<file path="src/rtl/divfreq_pkg.sv">
// Shared encodings and reset defaults for the divfreq run controller.
package divfreq_pkg;

  typedef enum logic [1:0] {
    ST_IDLE = 2'd0,
    ST_RUN  = 2'd1,
    ST_STOP = 2'd2
  } state_e;

  localparam int unsigned DEF_NBT_C   = 30;
  localparam int unsigned DEF_NBTON_C = 10;

endpackage

</file>
<file path="src/rtl/divfreq_core.sv">
// Period counter and compare stage; Cnt, ClkOut and PeriodEnd are registered together.
module divfreq_core #(
  parameter int unsigned BUS_SIZE = 8,
  parameter bit          POLARITY = 1'b1
) (
  input  logic                ClkIn,
  input  logic                Reset,
  input  logic                En,
  input  logic [BUS_SIZE-1:0] Nbt,
  input  logic [BUS_SIZE-1:0] NbtOn,
  output logic                ClkOut,
  output logic                PeriodEnd
);

  logic                run_q;
  logic [BUS_SIZE-1:0] cnt_q, cnt_d;
  logic                clk_q, pe_q;

  // En, Nbt and NbtOn describe the upcoming cycle, so outputs line up with Cnt
  always_comb begin
    cnt_d = '0;
    if (En && run_q && !pe_q) cnt_d = cnt_q + BUS_SIZE'(1);
  end

  always_ff @(posedge ClkIn) begin
    if (Reset) begin
      run_q <= 1'b0;
      cnt_q <= '0;
      clk_q <= ~POLARITY;
      pe_q  <= 1'b0;
    end else begin
      run_q <= En;
      cnt_q <= cnt_d;
      clk_q <= (En && (cnt_d < NbtOn)) ? POLARITY : ~POLARITY;
      pe_q  <= En && (cnt_d == Nbt);
    end
  end

  assign ClkOut    = clk_q;
  assign PeriodEnd = pe_q;

endmodule

</file>
<file path="src/rtl/divfreq_ctrl.sv">
// Run controller: FSM, pending/active config registers, burst counter and handshake.
module divfreq_ctrl
  import divfreq_pkg::*;
#(
  parameter int unsigned BUS_SIZE   = 8,
  parameter int unsigned BURST_SIZE = 8,
  parameter bit          POLARITY   = 1'b1,
  parameter int unsigned DEF_NBT    = DEF_NBT_C,
  parameter int unsigned DEF_NBTON  = DEF_NBTON_C
) (
  input  logic                  ClkIn,
  input  logic                  Reset,
  input  logic                  CfgValid,
  output logic                  CfgReady,
  input  logic [BUS_SIZE-1:0]   CfgNbt,
  input  logic [BUS_SIZE-1:0]   CfgNbtOn,
  input  logic [BURST_SIZE-1:0] CfgBurst,
  input  logic                  Start,
  input  logic                  Stop,
  output logic                  ClkOut,
  output logic                  PeriodEnd,
  output logic                  Busy,
  output logic                  Done
);

  state_e                state_q, state_d;
  logic [BUS_SIZE-1:0]   nbt_act_q, nbt_act_d, nbton_act_q, nbton_act_d;
  logic [BURST_SIZE-1:0] burst_act_q, burst_act_d;
  logic [BUS_SIZE-1:0]   pnd_nbt_q, pnd_nbt_d, pnd_nbton_q, pnd_nbton_d;
  logic [BURST_SIZE-1:0] pnd_burst_q, pnd_burst_d;
  logic                  pnd_vld_q, pnd_vld_d;
  logic [BURST_SIZE-1:0] rem_q, rem_d;
  logic                  ready_q, ready_d;
  logic                  busy_q, busy_d;
  logic                  done_q, done_d;
  logic                  xfer, running, period_end, core_en;

  always_comb begin
    state_d     = state_q;
    nbt_act_d   = nbt_act_q;
    nbton_act_d = nbton_act_q;
    burst_act_d = burst_act_q;
    pnd_nbt_d   = pnd_nbt_q;
    pnd_nbton_d = pnd_nbton_q;
    pnd_burst_d = pnd_burst_q;
    pnd_vld_d   = pnd_vld_q;
    rem_d       = rem_q;
    xfer        = CfgValid & ready_q;
    running     = (state_q != ST_IDLE);

    // Config path: active registers only change while idle or on a period boundary
    if (!running) begin
      if (pnd_vld_q) begin
        nbt_act_d   = pnd_nbt_q;
        nbton_act_d = pnd_nbton_q;
        burst_act_d = pnd_burst_q;
        pnd_vld_d   = 1'b0;
      end
      if (xfer) begin
        pnd_nbt_d   = CfgNbt;
        pnd_nbton_d = CfgNbtOn;
        pnd_burst_d = CfgBurst;
        pnd_vld_d   = 1'b1;
      end
    end else if (period_end) begin
      if (xfer) begin
        nbt_act_d   = CfgNbt;
        nbton_act_d = CfgNbtOn;
        burst_act_d = CfgBurst;
      end else if (pnd_vld_q) begin
        nbt_act_d   = pnd_nbt_q;
        nbton_act_d = pnd_nbton_q;
        burst_act_d = pnd_burst_q;
        pnd_vld_d   = 1'b0;
      end
    end else if (xfer) begin
      pnd_nbt_d   = CfgNbt;
      pnd_nbton_d = CfgNbtOn;
      pnd_burst_d = CfgBurst;
      pnd_vld_d   = 1'b1;
    end

    unique case (state_q)
      ST_IDLE: begin
        if (Start && !Stop) begin
          state_d = ST_RUN;
          rem_d   = burst_act_d;
        end
      end
      ST_RUN: begin
        if (period_end) begin
          if (Stop || (rem_q == BURST_SIZE'(1))) state_d = ST_IDLE;
          if (rem_q != '0) rem_d = rem_q - BURST_SIZE'(1);
        end else if (Stop) begin
          state_d = ST_STOP;
        end
      end
      ST_STOP: begin
        if (period_end) state_d = ST_IDLE;
      end
      default: state_d = ST_IDLE;
    endcase

    ready_d = !pnd_vld_d;
    busy_d  = (state_d != ST_IDLE);
    done_d  = running && (state_d == ST_IDLE);
    core_en = (state_d != ST_IDLE);
  end

  always_ff @(posedge ClkIn) begin
    if (Reset) begin
      state_q     <= ST_IDLE;
      nbt_act_q   <= BUS_SIZE'(DEF_NBT);
      nbton_act_q <= BUS_SIZE'(DEF_NBTON);
      burst_act_q <= '0;
      pnd_nbt_q   <= '0;
      pnd_nbton_q <= '0;
      pnd_burst_q <= '0;
      pnd_vld_q   <= 1'b0;
      rem_q       <= '0;
      ready_q     <= 1'b1;
      busy_q      <= 1'b0;
      done_q      <= 1'b0;
    end else begin
      state_q     <= state_d;
      nbt_act_q   <= nbt_act_d;
      nbton_act_q <= nbton_act_d;
      burst_act_q <= burst_act_d;
      pnd_nbt_q   <= pnd_nbt_d;
      pnd_nbton_q <= pnd_nbton_d;
      pnd_burst_q <= pnd_burst_d;
      pnd_vld_q   <= pnd_vld_d;
      rem_q       <= rem_d;
      ready_q     <= ready_d;
      busy_q      <= busy_d;
      done_q      <= done_d;
    end
  end

  divfreq_core #(
    .BUS_SIZE (BUS_SIZE),
    .POLARITY (POLARITY)
  ) u_core (
    .ClkIn     (ClkIn),
    .Reset     (Reset),
    .En        (core_en),
    .Nbt       (nbt_act_d),
    .NbtOn     (nbton_act_d),
    .ClkOut    (ClkOut),
    .PeriodEnd (period_end)
  );

  assign PeriodEnd = period_end;
  assign CfgReady  = ready_q;
  assign Busy      = busy_q;
  assign Done      = done_q;

endmodule
</file>
<file path="config.mk">
export PLATFORM = sky130hd
export DESIGN_NAME = divfreq_ctrl
export DESIGN_NICKNAME = d
export VERILOG_FILES = /design/src/rtl/divfreq_pkg.sv /design/src/rtl/divfreq_core.sv /design/src/rtl/divfreq_ctrl.sv
export SDC_FILE = /design/constraint.sdc
export NUM_CORES = 1
export LEC_CHECK = 0
export ABC_AREA = 1
export BUFFER_PORTS_ARGS = -buffer_cell sky130_fd_sc_hd__buf_2
export CORE_UTILIZATION = 35
export CTS_BUF_LIST = sky130_fd_sc_hd__clkbuf_4 sky130_fd_sc_hd__clkbuf_8
export CTS_CLUSTER_SIZE = 8
export DETAILED_ROUTE_END_ITERATION = 7
export HOLD_SLACK_MARGIN = 0.12
export RECOVER_POWER = 100
export SETUP_SLACK_MARGIN = 0.5
export SYNTH_ARGS = -nofsm -noshare
export SYNTH_HDL_FRONTEND = slang
export SYNTH_HIERARCHICAL = 1
export SYNTH_SLANG_ARGS = --single-unit
</file>
<file path="constraint.sdc">
create_clock -name ClkIn -period 2.8 [get_ports ClkIn]
set_clock_uncertainty 0.1 [all_clocks]
set_input_delay 0.7 -clock ClkIn [delete_from_list [all_inputs] [get_ports ClkIn]]
set_output_delay 0.7 -clock ClkIn [all_outputs]
set_load 0.05 [all_outputs]
</file>
==> metrics.txt <==
status=finished, final reports clean; row cnt=40; Mean Syn Cell Area=approximately 6.8 um2; chip height=roughly 110 um; Finish-stage setup viols=0; crit share post-route=0.8637; RSZ-0062 raised after global routing=no; initial DRC count=between 150 and 200; die area=12840 um2; post-synthesis sequential area ratio=0.3370; DRC=0; CTS root buf=clkbuf_8; CP Data Arrival Time=around 2.6 ns; Register-to-Register Path Depth=14; Synth Instances=roughly 640; pin count of the biggest net entering global routing=29; Core Util, Final=0.4229; number of hold buffers added after cts=0; CP Data Required Time=2.95 ns; Syn Std Cell Area=approximately 4300 um2; Initial Utilization=0.3595; Final min period=approximately 2.4 ns; largest cells by area after synthesis=dfxtp_1, nand2_1, inv_1; GR Util All Layers=0.1917; Tightest Pin Transition=1.189 ns; Hold Crit Class=flip-flop to flip-flop; drt first pass iters=7; ANT nets after route=0; Clk pwr share=0.326; first-pass GRT wire length=a little under 20000 um; wire length per cell=about 14 um; synth warn=6; cell-internal power=0.001785 W; DR vias/cell=~5.0; FF+latch count, synth=between 70 and 80; Seq pwr share=0.438; initial antenna violation count=0; I/O pin cnt=34; Setup CP Type=flip-flop to flip-flop; Synth top cells by count=nand2_1, inv_1, dfxtp_1; Main synth FF type=dfxtp_1; Logic pwr share=0.236; Final Hold Violating Endpoints=0; post-synth top area share=0.3370; vias post-DR=about 4300; total wire length=around 12000 um; Post-synth EDFFs=0; Antenna diodes=0; DP HPWL=8041 um; vias in the first global route=approximately 4100; gr ovfl total=0; Post-Place Setup Slack=0.1296 ns; Hold Path Stages=2; Net Sw Frac=0.3201; top cell type by total area after synthesis=dfxtp_1; total CTS buffers=9; Worst-Skew Late Latency=~0.36 ns; P_sw=about 0.00084 W; clock-pin slew on the worst setup and hold paths=~0.08 ns; final net count=728; Core Region=12060 um2; GPL Wtd Cong=approximately 0.86; PD cells=a little over 500 nW/um2; CTS Buffer Depth=2; Syn Nets=approximately 680; startpoint types=flip-flop; final setup TNS=0 ns; fillers=~1300; Max Cap Viol=0; worst-path fanout max=4; VDD IR max=approximately 220 uV; CTS Sinks=73; fin. max-slew vios=0; Fmax achieved=413.5 MHz; crit end category=flip-flop; I/O Buffers=33; Relative slew margins=0.2074; share of layout cells above drive strength 1=0.2063; H-tree levels=3; setup ws final=0.3817 ns; Async SR Flop Fraction=0; Distinct cells, synth=39; die width=113.3 um; Layout area overhead=17.63%; CTS tree=done; count leader, synth=nand2_1; Leakage=2.274 nW
==> layer usage <==
metal / global-route usage / part of all wire / up-vias
met2: 0.3354 / 0.49 / 112
met3: 0.04017 / 0.048 / 21
met4: 0.06228 / 0.018 / 0
met5: 0 / 0 / -
li1: - / - / 2174
met1: 0.2338 / 0.44 / 1999
==> metrics by stage <==
| stage | power (W) | area, um2 | instances | hold WS [ns] |
|---|---|---|---|---|
| 6_report | 0.002625 | 5101 | 861 | 0.3560 |
| 3_3_place_gp | 0.001712 | 4662 | 822 | 0.3355 |
| 3_5_place_dp | 0.001731 | 4662 | 822 | 0.3404 |
| 2_1_floorplan | 0.001594 | 4377 | 636 | 0.3245 |
| 4_1_cts | 0.002612 | 4950 | 847 | 0.3515 |
| 5_1_grt | 0.002777 | 5101 | 861 | 0.3769 |
==> cell usage in the layout (no fill, tap or decap), drive strengths merged, types with 4 or more instances in the layout <==
cell type / count
a21oi: 46
a22o: 10
a31oi: 7
buf: 57
clkbuf: 22
dfxtp: 73
ha: 11
inv: 96
nand2: 154
nand3: 48
nand3b: 4
nand4: 7
nor2: 47
o211ai: 14
o21ai: 52
o221a: 6
or2: 22
==> layout make-up <==
class / count / area, um2 / area share
Clock buffer: 11 / 145.1 / 0.02845
Inverter: 97 / 372.9 / 0.07309
Sequential cell: 73 / 1474 / 0.2889
Multi-Input combinational cell: 439 / 2422 / 0.4749
Clock inverter: 5 / 55.05 / 0.01079
Tap cell: 168 / 210.2 / 0.04121
Timing Repair Buffer: 68 / 421.7 / 0.08266
==> power groups by stage <==
stage	Combinational [W]	Sequential (W)	Clock (W)
detailed placement	0.000563	0.00117	0
global route	0.000697	0.00116	0.000921
CTS	0.000584	0.00115	0.000882
global placement	0.000544	0.00117	0
floorplan	0.000413	0.00118	0
finish	0.000618	0.00115	0.000857
==> flip-flops by register name (all words and copies together) (netlist names), 2 cells and up <==
name and count:
rem_q 8, pnd_nbt_q 8, nbton_act_q 8, nbt_act_q 8, pnd_burst_q 8, state_q 2, u_core/cnt_q 8, pnd_nbton_q 8
burst_act_q 8
==> cells by family after synthesis <==
group	count (synthesis)	share of synthesized area
adders and majority gates	11	0.03174
AOI/OAI and AO/OA	139	0.1982
DFF	73	0.3370
xor gates and xnor gates	3	0.006060
buffers and inverters	126	0.1272
and+or+nand+nor	284	0.2998
==> worst paths after layout <==
kind                      from       endpoint  slack (ns)
hold reg to reg   pnd_nbt_q[0]   pnd_nbt_q[0]        0.36
setup / recovery      rem_q[1]  u_core/ClkOut        0.38
setup reg to reg      rem_q[1]  u_core/ClkOut        0.38
hold / removal    pnd_nbt_q[0]   pnd_nbt_q[0]        0.36
==> critical path, stage by stage (launching register included) <==
cell and delay [ns]:
dfxtp_1 0.34, inv_4 0.09, ha_4 0.13, nand3_2 0.06
o211ai_1 0.17, buf_4 0.14, nand3_1 0.19, nand3_1 0.27
nor2_1 0.10, nand2_1 0.13, inv_1 0.07, ha_1 0.29
nand2_1 0.06, nor2_1 0.10, a21oi_1 0.07
==> what timing repair did <==
action,4_1_cts,5_1_grt
pin swaps,5,13
cloned,2,0
endpoints found under the setup margin,1,2
setup buffers,7,14
gates resized for setup,5,28
Note: power is estimated with default switching activity, not from simulation.
